### src/rtl/scratchpad_ctrl_if.sv
`default_nettype none
// ============================================================================
//  Module      : scratchpad_ctrl_if
//  Description : Request/response handshake bundle between a client and the
//                scratchpad request controller.
//  Revision    : 1.0  initial release
// ============================================================================
interface scratchpad_ctrl_if #(
    parameter int ADDR_WIDTH = 10
);
    logic                  req_valid;
    logic                  req_ready;
    logic                  req_wr;
    logic [1:0]            req_len;
    logic [ADDR_WIDTH-1:0] req_addr;
    logic [63:0]           req_wdata;
    logic                  resp_valid;
    logic                  resp_ready;
    logic [63:0]           resp_rdata;
    logic                  resp_err;

    // Client side: issues requests, consumes responses.
    modport master (
        output req_valid, req_wr, req_len, req_addr, req_wdata, resp_ready,
        input  req_ready, resp_valid, resp_rdata, resp_err
    );

    // Controller side.
    modport slave (
        input  req_valid, req_wr, req_len, req_addr, req_wdata, resp_ready,
        output req_ready, resp_valid, resp_rdata, resp_err
    );
endinterface
`default_nettype wire

### src/rtl/scratchpad_ctrl.sv
`default_nettype none
// ============================================================================
//  Module      : scratchpad_ctrl
//  Description : Single-outstanding load/store controller in front of a
//                byte-addressed 64-bit scratchpad RAM. Bounds-checks every
//                access, masks load data to the requested size and, when
//                SCRATCHPAD_CTRL_RMW_EN is defined, performs read-modify-write
//                for sub-word stores so neighbouring bytes survive the RAM's
//                zero-fill. Without the macro every store is a direct sized
//                write.
//  Revision    : 1.0  initial release
// ============================================================================
module scratchpad_ctrl #(
    parameter int ADDR_WIDTH = 10
) (
    input  wire logic                  clk,
    input  wire logic                  reset,
    scratchpad_ctrl_if.slave           bus,
    output logic                       ram_en,
    output logic                       ram_wr,
    output logic [1:0]                 ram_len,
    output logic [ADDR_WIDTH-1:0]      ram_addr,
    output logic [63:0]                ram_wdata,
    input  wire logic [63:0]           ram_rdata
);

    // Highest legal start address: every access physically spans 8 bytes.
    localparam logic [ADDR_WIDTH-1:0] c_MAX_ADDR = {ADDR_WIDTH{1'b1}} - ADDR_WIDTH'(7);

    typedef enum logic [2:0] {
        S_IDLE = 3'd0,
        S_RD   = 3'd1,
        S_CAP  = 3'd2,
        S_WR   = 3'd3,
        S_RESP = 3'd4
    } state_t;

    state_t                r_state;
    state_t                w_next;

    logic                  r_wr;
    logic [1:0]            r_len;
    logic [ADDR_WIDTH-1:0] r_addr;
    logic [63:0]           r_wdata;
    logic [63:0]           r_resp_rdata;
    logic                  r_resp_err;
`ifdef SCRATCHPAD_CTRL_RMW_EN
    logic [63:0]           r_merge;
`endif

    logic                  w_accept;
    logic                  w_oob;
    logic [63:0]           w_mask;

    // Byte-lane mask covering bytes 0..N-1 of the requested size.
    function automatic logic [63:0] byte_mask(input logic [1:0] len);
        case (len)
            2'd0:    byte_mask = 64'h0000_0000_0000_00FF;
            2'd1:    byte_mask = 64'h0000_0000_0000_FFFF;
            2'd2:    byte_mask = 64'h0000_0000_FFFF_FFFF;
            default: byte_mask = 64'hFFFF_FFFF_FFFF_FFFF;
        endcase
    endfunction

    assign bus.req_ready  = (r_state == S_IDLE) && !reset;
    assign bus.resp_valid = (r_state == S_RESP);
    assign bus.resp_rdata = r_resp_rdata;
    assign bus.resp_err   = r_resp_err;

    assign w_accept = bus.req_valid && bus.req_ready;
    assign w_oob    = (bus.req_addr > c_MAX_ADDR);
    assign w_mask   = byte_mask(r_len);
    assign ram_addr = r_addr;

`ifdef SCRATCHPAD_CTRL_RMW_EN
    assign ram_wdata = (r_len == 2'd3) ? r_wdata : r_merge;
`else
    assign ram_wdata = r_wdata;
`endif

    // State register; reset abandons any in-flight request.
    always_ff @(posedge clk) begin
        if (reset) begin
            r_state <= S_IDLE;
        end else begin
            r_state <= w_next;
        end
    end

    // Next-state decode and RAM port strobes.
    always_comb begin
        w_next  = r_state;
        ram_en  = 1'b0;
        ram_wr  = 1'b0;
        ram_len = 2'd3;
        case (r_state)
            S_IDLE: begin
                if (w_accept) begin
                    if (w_oob) begin
                        w_next = S_RESP;
                    end else if (!bus.req_wr) begin
                        w_next = S_RD;
                    end else begin
`ifdef SCRATCHPAD_CTRL_RMW_EN
                        w_next = (bus.req_len == 2'd3) ? S_WR : S_RD;
`else
                        w_next = S_WR;
`endif
                    end
                end
            end
            S_RD: begin
                ram_en = 1'b1;
                w_next = S_CAP;
            end
            S_CAP: begin
                w_next = r_wr ? S_WR : S_RESP;
            end
            S_WR: begin
                ram_en = 1'b1;
                ram_wr = 1'b1;
`ifndef SCRATCHPAD_CTRL_RMW_EN
                ram_len = r_len;
`endif
                w_next = S_RESP;
            end
            S_RESP: begin
                if (bus.resp_ready) begin
                    w_next = S_IDLE;
                end
            end
            default: begin
                w_next = S_IDLE;
            end
        endcase
    end

    // Request latch, load-data capture and store-merge datapath.
    always_ff @(posedge clk) begin
        if (reset) begin
            r_wr         <= 1'b0;
            r_len        <= 2'd0;
            r_addr       <= '0;
            r_wdata      <= 64'd0;
            r_resp_rdata <= 64'd0;
            r_resp_err   <= 1'b0;
`ifdef SCRATCHPAD_CTRL_RMW_EN
            r_merge      <= 64'd0;
`endif
        end else begin
            if (w_accept) begin
                r_wr         <= bus.req_wr;
                r_len        <= bus.req_len;
                r_addr       <= bus.req_addr;
                r_wdata      <= bus.req_wdata;
                r_resp_rdata <= 64'd0;
                r_resp_err   <= w_oob;
            end
            if (r_state == S_CAP) begin
                if (!r_wr) begin
                    r_resp_rdata <= ram_rdata & w_mask;
                end
`ifdef SCRATCHPAD_CTRL_RMW_EN
                else begin
                    r_merge <= (r_wdata & w_mask) | (ram_rdata & ~w_mask);
                end
`endif
            end
        end
    end

endmodule
`default_nettype wire

### src/flat_wrapper.sv
// flat-port wrapper written by rule: the top's interface ports become plain ports
module scratchpad_ctrl_flat 
#(
    parameter int ADDR_WIDTH = 10
)
  (clk, reset, ram_en, ram_wr, ram_len, ram_addr, ram_wdata, ram_rdata, bus_req_valid, bus_req_wr, bus_req_len, bus_req_addr, bus_req_wdata, bus_resp_ready, bus_req_ready, bus_resp_valid, bus_resp_rdata, bus_resp_err);
  scratchpad_ctrl_if #(.ADDR_WIDTH(ADDR_WIDTH)) bus_i ();
  input  wire logic clk;
  input  wire logic reset;
  output logic ram_en;
  output logic ram_wr;
  output logic [1:0] ram_len;
  output logic [ADDR_WIDTH-1:0] ram_addr;
  output logic [63:0] ram_wdata;
  input  wire logic [63:0] ram_rdata;
  input wire logic [$bits(bus_i.req_valid)-1:0] bus_req_valid;
  input wire logic [$bits(bus_i.req_wr)-1:0] bus_req_wr;
  input wire logic [$bits(bus_i.req_len)-1:0] bus_req_len;
  input wire logic [$bits(bus_i.req_addr)-1:0] bus_req_addr;
  input wire logic [$bits(bus_i.req_wdata)-1:0] bus_req_wdata;
  input wire logic [$bits(bus_i.resp_ready)-1:0] bus_resp_ready;
  output wire logic [$bits(bus_i.req_ready)-1:0] bus_req_ready;
  output wire logic [$bits(bus_i.resp_valid)-1:0] bus_resp_valid;
  output wire logic [$bits(bus_i.resp_rdata)-1:0] bus_resp_rdata;
  output wire logic [$bits(bus_i.resp_err)-1:0] bus_resp_err;
  assign bus_i.req_valid = bus_req_valid;
  assign bus_i.req_wr = bus_req_wr;
  assign bus_i.req_len = bus_req_len;
  assign bus_i.req_addr = bus_req_addr;
  assign bus_i.req_wdata = bus_req_wdata;
  assign bus_i.resp_ready = bus_resp_ready;
  assign bus_req_ready = bus_i.req_ready;
  assign bus_resp_valid = bus_i.resp_valid;
  assign bus_resp_rdata = bus_i.resp_rdata;
  assign bus_resp_err = bus_i.resp_err;
  scratchpad_ctrl #(.ADDR_WIDTH(ADDR_WIDTH)) u_core (.clk(clk), .reset(reset), .bus(bus_i), .ram_en(ram_en), .ram_wr(ram_wr), .ram_len(ram_len), .ram_addr(ram_addr), .ram_wdata(ram_wdata), .ram_rdata(ram_rdata));
endmodule
### config.mk
export PLATFORM = sky130hd
export DESIGN_NAME = scratchpad_ctrl_flat
export DESIGN_NICKNAME = d
export VERILOG_FILES = /design/src/rtl/scratchpad_ctrl_if.sv /design/src/rtl/scratchpad_ctrl.sv /design/src/flat_wrapper.sv
export SDC_FILE = /design/constraint.sdc
export NUM_CORES = 1
export LEC_CHECK = 0
export ABC_AREA = 1
export ABC_CLOCK_PERIOD_IN_PS = 3810
export CAP_MARGIN = 30
export CORE_MARGIN = 1
export CORE_UTILIZATION = 35
export DETAILED_ROUTE_END_ITERATION = 10
export GPL_TIMING_DRIVEN = 0
export PLACE_DENSITY = 0.76
export SKIP_CTS_REPAIR_TIMING = 1
export SLEW_MARGIN = 5
export SYNTH_ARGS = -nofsm -noshare
export SYNTH_HDL_FRONTEND = slang
export SYNTH_SLANG_ARGS = --single-unit
export TNS_END_PERCENT = 30
### constraint.sdc
create_clock -name clk -period 3.81 [get_ports clk]
set_clock_uncertainty 0.2 [all_clocks]
set_input_delay 0.9525 -clock clk [delete_from_list [all_inputs] [get_ports clk]]
set_output_delay 0.9525 -clock clk [all_outputs]
set_load 0.1 [all_outputs]
# Word level (Yosys, flattened, before mapping)
# Index checks and enable logic that the tools add are counted.
[op_classes]
n_lt_le_gt_ge = 1
eq_ne = 8
n_mux = 13
bitwise_logic = 1
reduce_logical = 7
[ops]
columns = ["op", "n"]
rows = [
  ["64-bit two-way mux", 3],
  ["64-bit case mux with 3 select lines", 1],
  ["64-bit AND", 1],
  ["3-bit case mux with 5 select lines", 1],
  ["3-bit two-way mux", 4],
  ["10-bit > comparator (second input constant)", 1],
  ["3-bit by 2-bit equality test with 1-bit output (second input constant)", 2],
  ["2-bit two-way mux", 2],
  ["3-bit by 1-bit equality test with 1-bit output (second input constant)", 1],
  ["3-bit equality test (second input constant)", 1],
  ["3-bit zero test", 1],
  ["2-bit by 1-bit equality test with 1-bit output (second input constant)", 1],
  ["2-bit equality test (second input constant)", 1],
  ["1-bit logical AND", 2],
  ["2-bit zero test", 1],
  ["1-bit two-way mux", 2],
  ["2-bit by 1-bit != test with 1-bit output (second input constant)", 1],
  ["2-bit != test (second input constant)", 1],
  ["2-bit AND reduction", 1],
  ["2-bit OR reduction", 1],
  ["1-bit zero test", 1],
]
[word_totals]
register_bits = 145
in_bits = 145
out_inout_bits = 145

# Logic depth before layout (Yosys ltp)
[depth]
depth_word = 6
depth_mapped = 8
ltp_nobuf = 8

# Worst setup path after synthesis
# No wires, ideal clock.
[synth_timing]
path_type = "register -> output"
from = "reg u_core.r_state[0]"
to = "out ram_len[0]"
t_arrival_ps = 4094
path_slack_ps = -1437
path_stages_with_launch = 4
path_buffers = 0
cell_sequence = "dfxtp_1 > inv_1 > nor3_1 > nand2_1"
[synth_between]
elab_chain_len = 2
[synth_rtl]
columns = ["element", "line_no", "text"]
rows = [
  ["start: declaration", "scratchpad_ctrl.sv:38", "state_t r_state;"],
  ["start signal: assignment", "scratchpad_ctrl.sv:86", "r_state <= w_next;"],
  ["3-bit by 2-bit equality test with 1-bit output", "scratchpad_ctrl.sv:96", "case (r_state)"],
  ["2-bit two-way mux", "scratchpad_ctrl.sv:96", ""],
  ["end: declaration", "flat_wrapper.sv:12", "output logic [1:0] ram_len;"],
]
# Every way passes these cells.

# Worst setup path in the final report
[layout_timing]
from = "reg u_core.r_state[0]"
to = "out ram_wr"
[layout_between]
elab_chain_len = 2
[layout_rtl]
columns = ["element", "line_no", "text"]
rows = [
  ["3-bit by 2-bit equality test with 1-bit output", "scratchpad_ctrl.sv:96", ""],
  ["1-bit two-way mux", "scratchpad_ctrl.sv:96", ""],
  ["end: declaration", "flat_wrapper.sv:11", "output logic ram_wr;"],
]
# Every way passes these cells.

==> out/qor.csv <==
metric,value,unit
WP data required,2.66,ns
M1 GR Usage,25.3,%
"Primary FF master, synth",dfxtp_1,
row count,45,
crit-path max FO,4,
remaining antenna violation count,0,
share of layout cells above drive strength 1,8.68,%
overflow left after global routing,0,
post-synth cell types,20,
Final Non-Filler Cells,1190,
dpl cells,1158,
Mapped Cells,680,
CTS tree,yes,
starting density of the core,35.8,%
GRT Overall Usage,23.0,%
layer with the highest usage,met2,
critical path arrival,2.34,ns
most frequent cells after synthesis,"nand3_1, nand2_1, dfxtp_1, a21oi_1, buf_2",
Final Wtd Congestion,0.771,
Setup crit end kind,output pin,
CP max stage delay,1.18,ns
syn_nets,825,
antenna violations before repair,0,
CTS root buffer,clkbuf_16,
via/cell ratio,4.86,
kind of critical path,reg -> out,
max_cap viols,0,
crit-path leading delay family,buffers and inverters,
#FFs+latches synth,145,
ANT cells,0,
Post-DP Area,8620,um^2
largest cells by area after synthesis,"dfxtp_1, nand3_1, nand2_1",
synthesis warning total,0,
filler instances,1363,
Post-Syn Area,5440,um^2
fin util,60.5,%
Peak VDD IR,0.000405,V
Skew-Pair Late Insertion Delay,0.41,ns
fmax,0.286,GHz
Rel. slew slack,31.4,%
worst path bufs/invs,2,
Final setup viols,0,
Crit-path slowest cell,clkdlybuf4s50_1,
Synth area leader,dfxtp_1,
worst hold slack,0.261,ns
Pre-antenna DRT Iters,5,
H-tree depth,4,
Tcrit/Tclk final,91.7,%
Slew Limit Fails,0,
die area,16000,um^2
share of the synthesized area in the top cell type,53.4,%
top-count cell post-synth,nand3_1,
Pleak,3.67,nW
worst slew pin tran,1.03,ns
Post-synth EDFFs,0,
chip height,127,um
final instance area,9200,um^2
final hold violation count,0,
TritonCTS Buffers,17,
RSZ-0062 raised after global routing,false,
core box area,15200,um^2
die extent in x,127,um
critical path cell sequence,inv_1 -> nor3_4 -> clkdlybuf4s50_1,
clock-pin transition on the worst setup and hold timing paths,0.06,ns
Synth async-reset ratio,0,%
Pwr Density,627,nW/um^2
status,"complete, no violations",
"Avg Cell Area, Syn",7.99,um^2
met2 Use GR,39.6,%
Hold Crit Class,reg -> reg,
number of global-route vias before repair,5593,
Sink Count,145,
Tmin final,3.50,ns
Fin Setup TNS,0,ns
global-route wire length before repair,28600,um
# nets final,1134,
DRT Wirelength,18300,um
DRC Markers,0,
IO Port Bufs,288,
Reg2Reg Setup Slack,2.09,ns
routed vias,5789,
DP Wirelength,13700,um
GRT met3 Usage,8.27,%
post-synthesis sequential area ratio,53.4,%
Routed WL per cell,15.4,um
IO Pins,290,
pin count of the biggest net entering global routing,17,
initial drt markers,225,
synth-to-layout area growth,69.3,%
Max Buffers Root-to-Sink,2,
Setup crit start kind,register,
==> report_power, final <==
part / switching [W] / internal, W / leakage (nW)
sequential: 0.0000937 / 0.00169 / 1.18
clock: 0.000630 / 0.000988 / 0.284
combinational: 0.00176 / 0.000604 / 2.20
==> metrics by stage <==
step                      power (W)  worst slack [ns]
final                       0.00577             0.315
after global routing        0.00600             0.198
after CTS                   0.00581           -0.0139
after detailed placement    0.00418           -0.0136
after global placement      0.00415           -0.0113
after floorplan             0.00350             0.106
==> routing by layer <==
layer	wire, um	share of wire [%]
met1	7090	39
met5	0	0
met4	540	3.0
met2	8990	49
met3	1670	9.1
==> state kept, by name (all words and copies together) (netlist names) <==
| register | count |
|---|---|
| u_core.bus.resp_rdata | 64 |
| u_core.ram_wdata | 64 |
| u_core.ram_addr | 10 |
| u_core.r_state | 3 |
| u_core.r_len | 2 |
| u_core.bus.resp_err | 1 |
| u_core.r_wr | 1 |
==> path summary, 6_finish.rpt <==
kind	startpoint	endpoint	cells after the start
max	u_core.r_state[0]	ram_wr	3
min	u_core.ram_wdata[10]	u_core.ram_wdata[10]	2
max reg2reg	u_core.r_state[2]	u_core.ram_wdata[31]	7
min reg2reg	u_core.ram_wdata[10]	u_core.ram_wdata[10]	2
==> layout make-up <==
type,instances,area (um^2),share of cell area [%]
Timing Repair Buffer,290,2940,32.0
Multi-Input combinational cell,461,2160,23.5
Inverter,16,60.1,0.653
Sequential cell,145,2900,31.5
Buffer,58,325,3.54
Tap cell,188,235,2.56
Clock buffer,25,505,5.49
Clock inverter,7,73.8,0.802
==> cell usage in the layout (no fill, tap or decap), types with 7 or more instances in the layout <==
cell / instances
a21oi_1: 68
buf_1: 7
buf_2: 26
buf_4: 8
clkbuf_1: 14
clkbuf_16: 17
clkdlybuf4s50_1: 287
dfxtp_1: 145
inv_1: 14
nand2_1: 165
nand3_1: 183
nand3_2: 10
nor2_1: 17
o21ai_0: 11
==> kinds of logic (layout without fill, tap and decap cells) <==
| logic type | count (synthesis) | after routing | synth area share, % |
|---|---|---|---|
| and+or+nand+nor | 380 | 380 | 32.0 |
| AOI/OAI and AO/OA | 81 | 81 | 7.50 |
| buffers and inverters | 74 | 396 | 7.09 |
| DFF | 145 | 145 | 53.4 |
==> tightest hold or removal path: cells and delay by family, from the launching register on <==
family,cells,cell delay (ns)
simple gates,2,0.11
flops,1,0.30
(Power assumes the default switching activity.)
